===== src/rtl/segment_bitmap_engine_if.sv =====
// Command and Avalon-MM style SDRAM signals of the segment bitmap engine.
// The engine is the slave; the command source and SDRAM controller are the master.
interface segment_bitmap_engine_if #(
  parameter int unsigned DATA_BITS = 16,
  parameter int unsigned FRAGMENTS = 4,
  parameter int unsigned FRAG_BITS = 2,
  parameter int unsigned ENTRIES   = 8,
  parameter int unsigned IDWID     = 3
) ();
  localparam int unsigned FRAG_WID = DATA_BITS / FRAGMENTS;
  localparam int unsigned ADDR_WID = FRAG_BITS + FRAG_WID;

  logic                 i_search;
  logic                 i_setting;
  logic                 i_delete;
  logic [DATA_BITS-1:0] i_key;
  logic [FRAGMENTS-1:0] i_setting_mask;
  logic [IDWID-1:0]     i_setting_id;
  logic                 o_ready;
  logic                 o_search_complete;
  logic                 o_setting_complete;
  logic                 o_match;
  logic [IDWID-1:0]     o_match_id;
  logic                 o_sdram_read;
  logic                 o_sdram_write;
  logic [ADDR_WID-1:0]  o_sdram_address;
  logic [ENTRIES-1:0]   o_sdram_writedata;
  logic [ENTRIES-1:0]   i_sdram_readdata;
  logic                 i_sdram_waitrequest;
  logic                 i_sdram_readdatavalid;

  modport slave (
    input  i_search, i_setting, i_delete, i_key, i_setting_mask, i_setting_id,
    input  i_sdram_readdata, i_sdram_waitrequest, i_sdram_readdatavalid,
    output o_ready, o_search_complete, o_setting_complete, o_match, o_match_id,
    output o_sdram_read, o_sdram_write, o_sdram_address, o_sdram_writedata
  );

  modport master (
    output i_search, i_setting, i_delete, i_key, i_setting_mask, i_setting_id,
    output i_sdram_readdata, i_sdram_waitrequest, i_sdram_readdatavalid,
    input  o_ready, o_search_complete, o_setting_complete, o_match, o_match_id,
    input  o_sdram_read, o_sdram_write, o_sdram_address, o_sdram_writedata
  );
endinterface


===== src/rtl/segment_bitmap_engine.sv =====
// TCAM segment engine: one ENTRIES-bit ID bitmap per SDRAM row {fragment index, fragment value}.
// Search ANDs the selected bitmaps; setting/delete read-modify-writes the ID bit in each row.
module segment_bitmap_engine #(
  parameter int unsigned DATA_BITS = 16,
  parameter int unsigned FRAGMENTS = 4,
  parameter int unsigned FRAG_BITS = 2,
  parameter int unsigned ENTRIES   = 8,
  parameter int unsigned IDWID     = 3
) (
  input logic                    clk,
  input logic                    reset,
  segment_bitmap_engine_if.slave bus
);
  localparam int unsigned FRAG_WID = DATA_BITS / FRAGMENTS;
  localparam int unsigned ADDR_WID = FRAG_BITS + FRAG_WID;

  typedef enum logic [2:0] {StIdle, StRdReq, StRdWait, StWrReq, StDone} state_e;

  state_e               state_q, state_d;
  logic [DATA_BITS-1:0] key_q, key_d;
  logic [FRAGMENTS-1:0] mask_q, mask_d;
  logic [IDWID-1:0]     id_q, id_d;
  logic                 del_q, del_d;
  logic                 setting_q, setting_d;
  logic [FRAG_BITS-1:0] frag_q, frag_d;
  logic [FRAG_WID-1:0]  row_q, row_d;
  logic [ENTRIES-1:0]   acc_q, acc_d;
  logic [ENTRIES-1:0]   rdata_q, rdata_d;
  logic                 match_q, match_d;
  logic [IDWID-1:0]     match_id_q, match_id_d;

  logic [FRAG_WID-1:0]  key_frag [FRAGMENTS];
  logic [FRAG_WID-1:0]  cur_row;
  logic [ENTRIES-1:0]   id_bit;
  logic [ADDR_WID-1:0]  addr;
  logic                 last_row, last_frag;

  for (genvar f = 0; f < FRAGMENTS; f++) begin : g_frag
    assign key_frag[f] = key_q[f*FRAG_WID +: FRAG_WID];
  end

  function automatic logic [IDWID-1:0] lowest_set(input logic [ENTRIES-1:0] v);
    lowest_set = '0;
    for (int i = ENTRIES - 1; i >= 0; i--) begin
      if (v[i]) lowest_set = IDWID'(i);
    end
  endfunction

  // A masked fragment sweeps every row value; otherwise only the key's row is visited.
  assign cur_row   = mask_q[frag_q] ? row_q : key_frag[frag_q];
  assign last_row  = !mask_q[frag_q] || (row_q == '1);
  assign last_frag = (frag_q == FRAG_BITS'(FRAGMENTS - 1));
  assign addr      = {frag_q, cur_row};

  always_comb begin
    id_bit        = '0;
    id_bit[id_q]  = 1'b1;
  end

  always_comb begin
    state_d    = state_q;
    key_d      = key_q;
    mask_d     = mask_q;
    id_d       = id_q;
    del_d      = del_q;
    setting_d  = setting_q;
    frag_d     = frag_q;
    row_d      = row_q;
    acc_d      = acc_q;
    rdata_d    = rdata_q;
    match_d    = match_q;
    match_id_d = match_id_q;
    case (state_q)
      StIdle: begin
        // A setting wins over a simultaneous search; the search is dropped.
        if (bus.i_search || bus.i_setting) begin
          key_d     = bus.i_key;
          mask_d    = bus.i_setting_mask;
          id_d      = bus.i_setting_id;
          del_d     = bus.i_delete;
          setting_d = bus.i_setting;
          frag_d    = '0;
          row_d     = '0;
          acc_d     = '1;
          state_d   = StRdReq;
        end
      end
      StRdReq: begin
        if (!bus.i_sdram_waitrequest) state_d = StRdWait;
      end
      StRdWait: begin
        if (bus.i_sdram_readdatavalid) begin
          if (setting_q) begin
            rdata_d = bus.i_sdram_readdata;
            state_d = StWrReq;
          end else begin
            acc_d = acc_q & bus.i_sdram_readdata;
            if (acc_d == '0 || last_frag) begin
              match_d    = |acc_d;
              match_id_d = lowest_set(acc_d);
              state_d    = StDone;
            end else begin
              frag_d  = frag_q + 1'b1;
              state_d = StRdReq;
            end
          end
        end
      end
      StWrReq: begin
        if (!bus.i_sdram_waitrequest) begin
          if (!last_row) begin
            row_d   = row_q + 1'b1;
            state_d = StRdReq;
          end else begin
            row_d = '0;
            if (last_frag) begin
              state_d = StDone;
            end else begin
              frag_d  = frag_q + 1'b1;
              state_d = StRdReq;
            end
          end
        end
      end
      StDone:  state_d = StIdle;
      default: state_d = StIdle;
    endcase
  end

  always_ff @(posedge clk) begin
    if (reset) begin
      state_q    <= StIdle;
      key_q      <= '0;
      mask_q     <= '0;
      id_q       <= '0;
      del_q      <= 1'b0;
      setting_q  <= 1'b0;
      frag_q     <= '0;
      row_q      <= '0;
      acc_q      <= '0;
      rdata_q    <= '0;
      match_q    <= 1'b0;
      match_id_q <= '0;
    end else begin
      state_q    <= state_d;
      key_q      <= key_d;
      mask_q     <= mask_d;
      id_q       <= id_d;
      del_q      <= del_d;
      setting_q  <= setting_d;
      frag_q     <= frag_d;
      row_q      <= row_d;
      acc_q      <= acc_d;
      rdata_q    <= rdata_d;
      match_q    <= match_d;
      match_id_q <= match_id_d;
    end
  end

  assign bus.o_ready            = (state_q == StIdle);
  assign bus.o_search_complete  = (state_q == StDone) && !setting_q;
  assign bus.o_setting_complete = (state_q == StDone) && setting_q;
  assign bus.o_match            = match_q;
  assign bus.o_match_id         = match_id_q;
  assign bus.o_sdram_read       = (state_q == StRdReq);
  assign bus.o_sdram_write      = (state_q == StWrReq);
  assign bus.o_sdram_address    = (state_q == StRdReq || state_q == StWrReq) ? addr : '0;
  assign bus.o_sdram_writedata  = (state_q != StWrReq) ? '0 :
                                  del_q ? (rdata_q & ~id_bit) : (rdata_q | id_bit);
endmodule


===== src/flat_wrapper.sv =====
// flat-port wrapper written by rule: the top's interface ports become plain ports
module segment_bitmap_engine_flat 
#(
  parameter int unsigned DATA_BITS = 16,
  parameter int unsigned FRAGMENTS = 4,
  parameter int unsigned FRAG_BITS = 2,
  parameter int unsigned ENTRIES   = 8,
  parameter int unsigned IDWID     = 3
)
  (clk, reset, bus_i_search, bus_i_setting, bus_i_delete, bus_i_key, bus_i_setting_mask, bus_i_setting_id, bus_i_sdram_readdata, bus_i_sdram_waitrequest, bus_i_sdram_readdatavalid, bus_o_ready, bus_o_search_complete, bus_o_setting_complete, bus_o_match, bus_o_match_id, bus_o_sdram_read, bus_o_sdram_write, bus_o_sdram_address, bus_o_sdram_writedata);
  segment_bitmap_engine_if #(.DATA_BITS(DATA_BITS), .FRAGMENTS(FRAGMENTS), .FRAG_BITS(FRAG_BITS), .ENTRIES(ENTRIES), .IDWID(IDWID)) bus_i ();
  input logic clk;
  input logic reset;
  input wire logic [$bits(bus_i.i_search)-1:0] bus_i_search;
  input wire logic [$bits(bus_i.i_setting)-1:0] bus_i_setting;
  input wire logic [$bits(bus_i.i_delete)-1:0] bus_i_delete;
  input wire logic [$bits(bus_i.i_key)-1:0] bus_i_key;
  input wire logic [$bits(bus_i.i_setting_mask)-1:0] bus_i_setting_mask;
  input wire logic [$bits(bus_i.i_setting_id)-1:0] bus_i_setting_id;
  input wire logic [$bits(bus_i.i_sdram_readdata)-1:0] bus_i_sdram_readdata;
  input wire logic [$bits(bus_i.i_sdram_waitrequest)-1:0] bus_i_sdram_waitrequest;
  input wire logic [$bits(bus_i.i_sdram_readdatavalid)-1:0] bus_i_sdram_readdatavalid;
  output wire logic [$bits(bus_i.o_ready)-1:0] bus_o_ready;
  output wire logic [$bits(bus_i.o_search_complete)-1:0] bus_o_search_complete;
  output wire logic [$bits(bus_i.o_setting_complete)-1:0] bus_o_setting_complete;
  output wire logic [$bits(bus_i.o_match)-1:0] bus_o_match;
  output wire logic [$bits(bus_i.o_match_id)-1:0] bus_o_match_id;
  output wire logic [$bits(bus_i.o_sdram_read)-1:0] bus_o_sdram_read;
  output wire logic [$bits(bus_i.o_sdram_write)-1:0] bus_o_sdram_write;
  output wire logic [$bits(bus_i.o_sdram_address)-1:0] bus_o_sdram_address;
  output wire logic [$bits(bus_i.o_sdram_writedata)-1:0] bus_o_sdram_writedata;
  assign bus_i.i_search = bus_i_search;
  assign bus_i.i_setting = bus_i_setting;
  assign bus_i.i_delete = bus_i_delete;
  assign bus_i.i_key = bus_i_key;
  assign bus_i.i_setting_mask = bus_i_setting_mask;
  assign bus_i.i_setting_id = bus_i_setting_id;
  assign bus_i.i_sdram_readdata = bus_i_sdram_readdata;
  assign bus_i.i_sdram_waitrequest = bus_i_sdram_waitrequest;
  assign bus_i.i_sdram_readdatavalid = bus_i_sdram_readdatavalid;
  assign bus_o_ready = bus_i.o_ready;
  assign bus_o_search_complete = bus_i.o_search_complete;
  assign bus_o_setting_complete = bus_i.o_setting_complete;
  assign bus_o_match = bus_i.o_match;
  assign bus_o_match_id = bus_i.o_match_id;
  assign bus_o_sdram_read = bus_i.o_sdram_read;
  assign bus_o_sdram_write = bus_i.o_sdram_write;
  assign bus_o_sdram_address = bus_i.o_sdram_address;
  assign bus_o_sdram_writedata = bus_i.o_sdram_writedata;
  segment_bitmap_engine #(.DATA_BITS(DATA_BITS), .FRAGMENTS(FRAGMENTS), .FRAG_BITS(FRAG_BITS), .ENTRIES(ENTRIES), .IDWID(IDWID)) u_core (.clk(clk), .reset(reset), .bus(bus_i));
endmodule

===== config.mk =====
export PLATFORM = sky130hd
export DESIGN_NAME = segment_bitmap_engine_flat
export DESIGN_NICKNAME = d
export VERILOG_FILES = /design/src/rtl/segment_bitmap_engine_if.sv /design/src/rtl/segment_bitmap_engine.sv /design/src/flat_wrapper.sv
export SDC_FILE = /design/constraint.sdc
export NUM_CORES = 1
export LEC_CHECK = 0
export CAP_MARGIN = 20
export CORE_ASPECT_RATIO = 0.8
export CORE_MARGIN = 3
export CORE_UTILIZATION = 45
export DETAILED_ROUTE_END_ITERATION = 12
export PLACE_DENSITY = 0.73
export SETUP_SLACK_MARGIN = 0.1
export SLEW_MARGIN = 20
export SYNTH_ARGS = -nofsm -noshare
export SYNTH_HDL_FRONTEND = slang
export SYNTH_SLANG_ARGS = --single-unit
export TNS_END_PERCENT = 50

===== constraint.sdc =====
create_clock -name clk -period 2.6 [get_ports clk]
set_input_delay 0.39 -clock clk [delete_from_list [all_inputs] [get_ports clk]]
set_output_delay 0.39 -clock clk [all_outputs]
set_load 0.02 [all_outputs]

Word-level counts from Yosys, hierarchy flattened
Index checks and enable logic that the tools add are counted.
{"block": "word_totals", "output_inout_bits": 23, "reg_bits": 54}
{"block": "op_classes", "magnitude_cmp": 4, "eq_ne": 15, "reduce_logical": 22, "add_sub_neg": 2, "n_mux": 44, "bitwise_logic": 6}
{"operator": "2-to-1 mux 3 bit", "n": 16}
{"operator": "2-to-1 mux 8 bit", "n": 5}
{"operator": "2-to-1 mux 4 bit", "n": 6}
{"operator": "AND 8 bit", "n": 2}
{"operator": "case mux 8 bit (2 select lines)", "n": 1}
{"operator": "2-to-1 mux 2 bit", "n": 7}
{"operator": "inequality test 2 bit, second input constant", "n": 6}
{"operator": "case mux 3 bit (4 select lines)", "n": 1}
{"operator": "AND reduction 4 bit", "n": 3}
{"operator": "binary-select mux 4 bit (select 2 bit)", "n": 1}
{"operator": "logical NOT 8 bit", "n": 1}
{"operator": "inverter 8 bit", "n": 1}
{"operator": "bitwise OR 8 bit", "n": 1}
{"operator": "case mux 4 bit (2 select lines)", "n": 1}
{"operator": "AND reduction 8 bit", "n": 1}
{"operator": "OR reduction 8 bit", "n": 1}
{"operator": "== test 3 x 2 -> 1 bit, second input constant", "n": 2}
{"operator": "2-to-1 mux 6 bit", "n": 1}
{"operator": "case mux 2 bit (3 select lines)", "n": 1}
{"operator": "AND reduction 3 bit", "n": 2}
{"operator": "adder 4 x 1 -> 4 bit, second input constant", "n": 1}
{"operator": "== test 4 bit, second input constant", "n": 1}
{"operator": "logical OR 1 bit", "n": 4}
{"operator": "< comparator 3 x 4 -> 1 bit, second input constant", "n": 1}
{"operator": "20 further kinds", "n": 26}

Logic depth before layout (Yosys ltp)
{"block": "logic_depth", "ltp_word": 9, "ltp_mapped": 7, "mapped_depth_nobuf": 7}

Worst setup path before layout
No wires, ideal clock.
{"block": "synth_timing", "kind": "reg-to-output", "from": "reg u_core.frag_q[0]", "to": "out bus_o_sdram_address[0]", "stages_incl_launch_ff": 6, "slack_ns": 0.715, "arrival_time_ns": 1.495, "t_required_ns": 2.210, "cell_sequence": "dfxtp_1 buf_6 mux4_2 buf_6 mux2i_1 nor2_1"}
{"block": "synth_between", "elab_chain_cells": 6, "word_cells_on_any_way": 8}
{"item": "start, declared", "line": "segment_bitmap_engine.sv:25", "rtl": "logic [FRAG_BITS-1:0] frag_q, frag_d;"}
{"item": "start signal, assigned", "line": "segment_bitmap_engine.sv:151", "rtl": "frag_q <= frag_d;"}
{"item": "inverter 2 -> 3 bit (implied by the code)", "line": "segment_bitmap_engine.sv:50", "rtl": "assign cur_row = mask_q[frag_q] ? row_q : key_frag[frag_q];"}
{"item": "binary-select mux 4 bit (select 2 bit)", "line": "segment_bitmap_engine.sv:50"}
{"item": "2-to-1 mux 4 bit (implied by the code) (2 in a row)", "line": "segment_bitmap_engine.sv:50"}
{"item": "2-to-1 mux 4 bit (*)", "line": "segment_bitmap_engine.sv:50"}
{"item": "2-to-1 mux 6 bit (*)", "line": "segment_bitmap_engine.sv:167", "rtl": "assign bus.o_sdram_address = (state_q == StRdReq || state_q == StWrReq) ? addr : '0;"}
{"item": "end, declared", "line": "flat_wrapper.sv:30", "rtl": "output wire logic [$bits(bus_i.o_sdram_address)-1:0] bus_o_sdram_address;"}
Mark *: on every way between the ends. The rest lies on a longest branch, timed or not. The select of a mux whose other input is x is not followed.

Final worst setup path
{"block": "layout_timing", "from": "reg u_core.id_q[2]", "to": "out bus_o_sdram_writedata[5]"}
{"block": "layout_between", "elab_chain_cells": 8, "word_cells_on_any_way": 10}
{"item": "start, declared", "line": "segment_bitmap_engine.sv:22", "rtl": "logic [IDWID-1:0] id_q, id_d;"}
{"item": "start signal, assigned", "line": "segment_bitmap_engine.sv:148", "rtl": "id_q <= id_d;"}
{"item": "< comparator 3 x 4 -> 1 bit (implied by the code) or greater-or-equal comparator 3 x 1 -> 1 bit (tied branches)", "line": "segment_bitmap_engine.sv:57", "rtl": "id_bit[id_q] = 1'b1;"}
{"item": "logical AND 1 bit (implied by the code)", "line": "segment_bitmap_engine.sv:57"}
{"item": "2-to-1 mux 1 bit (implied by the code)", "line": "segment_bitmap_engine.sv:57"}
{"item": "demux 1 bit (select 3 bit) (*)"}
{"item": "inverter 8 bit", "line": "segment_bitmap_engine.sv:169", "rtl": "del_q ? (rdata_q & ~id_bit) : (rdata_q | id_bit);"}
{"item": "AND 8 bit", "line": "segment_bitmap_engine.sv:169"}
{"item": "2-to-1 mux 8 bit (*)", "line": "segment_bitmap_engine.sv:169"}
{"item": "2-to-1 mux 8 bit (*)", "line": "segment_bitmap_engine.sv:168", "rtl": "assign bus.o_sdram_writedata = (state_q != StWrReq) ? '0 :"}
{"item": "end, declared", "line": "flat_wrapper.sv:31", "rtl": "output wire logic [$bits(bus_i.o_sdram_writedata)-1:0] bus_o_sdram_writedata;"}
Mark *: on every way between the ends. The rest lies on a longest branch, timed or not.

==> out/results.tsv <==
metric	value	unit
Synth Area in Compound Gates	0.179	
Post-synth EDFFs	0	
Synth top cells by count	61 x nand2_1, 54 x dfxtp_1, 43 x a21oi_1	
Async S/R FF share, synth	0	
Internal Pwr Total	0.00138	W
Fin. Hold Viols	0	
Clk pwr share	0.290	
simple-gate area share of the yosys netlist	0.233	
CTS buffer count	5	
Iteration-0 DRC Markers	140	
Hold/Removal Path Class	reg2reg	
WL/cell	14.7	um
CP max stage cell	clkdlybuf4s50_1	
Arr. time, crit path	2.00	ns
Avg Inst Size Synth	8.31	um^2
height of the die	75.2	um
register share of total power	0.491	
Slew @ Worst Pin	0.695	ns
drt total wl	6690	um
Overall Global Routing Usage	0.200	
GPL Wtd Cong	0.798	
initial antenna violation count	0	
IO Port Bufs	60	
slew margin rel.	0.537	
fin cells	455	
Crit path buffers/inverters	1	
status	finished clean	
Finished Core Util	0.612	
Ys Warns	0	
num ports	61	
Overflow after GRT	0	
placed insts	446	
area share of xor/xnor cells in the synthesized design	0.00976	
fin. max-slew vios	0	
first-pass GRT wire length	11000	um
endpoints failing setup	0	
CTS Root Cell	clkbuf_8	
DRC Markers	0	
Cells on Worst Hold Path	2	
core area	5620	um^2
syn nets	364	
mapped cell area	2690	um^2
number of clock sinks	54	
dominant cells by area after synthesis	dfxtp_1 40%, nand2_1 8.5%, a21oi_1 8.0%, mux2i_1 7.1%, nor2_1 5.2%	
via-per-instance ratio	5.37	
critical path capture point type	primary output	
post-route minimum period	2.39	ns
library cells used by synthesis	48	
Layout area overhead	27.6	%
clk slew on worst S/H paths	0.10	ns
Die X	92.5	um
largest net degree at the start of global routing	39	
Lkg Pwr	1.26	nW
final clock skew	0.00646	ns
First-pass DRT Iterations	4	
Post-Route Setup TNS	0	ns
register area share after synthesis	0.401	
Antenna diodes	0	
FP Rows	24	
ANT nets after route	0	
crit-path cells	nand2_1 -> or3_1 -> a21oi_1 -> clkdlybuf4s50_1	
multiplexer share of the synthesized area	0.118	
worst r2r path cells	5	
Initial Util	0.480	
Max FO, Critical Path	10	
Nets	416	
Req. time, crit path	2.21	ns
vias	2444	
main combinational cell family by area after synthesis	simple AND/OR/NAND/NOR gates	
maxcap violations	0	
Sw Share	0.290	
TritonCTS clock tree	built	
H-tree levels	2	
crit path kind	reg2out	
WP depth	4	
FMAX	0.419	GHz
power density over the cells	566	nW/um^2
most frequent cell after synthesis	nand2_1	
Logic pwr share	0.219	
crit share post-route	0.917	
RSZ-0062 raised after global routing	true	
Psw	0.000564	W
Mapped Cells	324	
flops & latches, synth	54	
area of the die	6950	um^2
Max VDD drop	0.308	mV
post-DP HPWL	4880	um
cell family with most CP delay	buffers and inverters	
post-synth top area cell	dfxtp_1	
clk_lat worst skew	0.31	ns
CP peak stage delay	0.63	ns
main flop type after synthesis	dfxtp_1	
post-synthesis adder-cell area fraction	0.00929	
Max Root-Sink Buffers	2	
share of cells above drive strength 1	0.0822	
Worst Setup Start Kind	flip-flop	
vias in the first global route	2297	
Synth top area share	0.401	
==> through the flow <==
step | setup WS [ns] | cell area (um^2) | power [W] | hold slack, ns
floorplan | 0.715 | 2690 | 0.00124 | 0.432
global placement | 0.330 | 3310 | 0.00138 | 0.443
detailed placement | 0.307 | 3310 | 0.00139 | 0.446
CTS | 0.168 | 3430 | 0.00196 | 0.461
global route | 0.0784 | 3430 | 0.00205 | 0.472
finish | 0.215 | 3430 | 0.00194 | 0.457
==> cells by family after synthesis <==
logic type,count (synthesis)
and+or+nand+nor,135
xor gates and xnor gates,3
muxes,24
AOI/OAI and AO/OA,80
adders and majority gates,2
DFF,54
buffers and inverters,26
==> worst paths after layout <==
| kind | start | endpoint | slack, ns |
|---|---|---|---|
| hold / removal | u_core.key_q[8]$_SDFFE_PP0P_ | u_core.key_q[8]$_SDFFE_PP0P_ | 0.46 |
| setup / recovery | u_core.id_q[2]$_SDFFE_PP0P_ | bus_o_sdram_writedata[5] | 0.21 |
| setup reg to reg | u_core.state_q[2]$_SDFFE_PP0P_ | u_core.rdata_q[1]$_SDFFE_PP0P_ | 0.63 |
| hold reg to reg | u_core.key_q[8]$_SDFFE_PP0P_ | u_core.key_q[8]$_SDFFE_PP0P_ | 0.46 |
==> tightest hold or removal path, stage by stage, from the launching register on <==
cell     delay, ns
dfxtp_1       0.32
nand2_1       0.05
a21oi_1       0.05
==> sequential cells by signal, indices dropped and copies added, names as in the netlist <==
register / cells
u_core.acc_q: 8
u_core.bus.o_match: 1
u_core.bus.o_match_id: 3
u_core.del_q: 1
u_core.frag_q: 2
u_core.id_q: 3
u_core.key_q: 16
u_core.mask_q: 4
u_core.rdata_q: 8
u_core.row_q: 4
u_core.setting_q: 1
u_core.state_q: 3
==> area by class of cell <==
cell class / instances / area (um^2)
inverters: 5 / 18.8
multi-input cells: 244 / 1490
clock buffers: 5 / 68.8
flip-flops and latches: 54 / 1080
fillers: 506 / 2180
repair buffers: 66 / 636
well taps: 78 / 97.6
clock inverters: 3 / 43.8
==> cell usage in the layout, fill, tap and decap left out, drive strengths merged, types with 3 or more instances in the layout <==
cell type	count
nor2	37
nand2	62
nor3	5
o21ai	15
a22o	4
dlygate4sd2	4
inv	6
clkdlybuf4s50	55
a211oi	3
buf	7
nor3b	5
nand3	6
mux2i	19
or3	3
mux4	5
xnor2	3
nand2b	4
or2b	3
clkbuf	5
a21oi	43
a31o	3
dfxtp	54
==> power groups by stage <==
| stage | clock network [W] | registers (W) | logic [W] |
|---|---|---|---|
| final | 0.000565 | 0.000954 | 0.000425 |
| after global routing | 0.000611 | 0.000965 | 0.000473 |
| after CTS | 0.000580 | 0.000953 | 0.000426 |
| after detailed placement | 0 | 0.000971 | 0.000424 |
| after global placement | 0 | 0.000970 | 0.000415 |
| after floorplan | 0 | 0.000941 | 0.000302 |
==> routing by layer <==
metal / GRT usage / share of wire / vias up
met5: 0 / 0 / -
met1: 0.290 / 0.50 / 1126
li1: - / - / 1239
met2: 0.311 / 0.43 / 72
met3: 0.0410 / 0.061 / 7
met4: 0.0379 / 0.0060 / 0
==> what timing repair did <==
action / CTS / global route
gates resized for setup: 4 / 4
setup endpoints to repair: 4 / 10
cloned: 0 / 0
buffers inserted: 1 / 0
hold buffers: 0 / 0
Note: power is estimated with default switching activity, not from simulation.
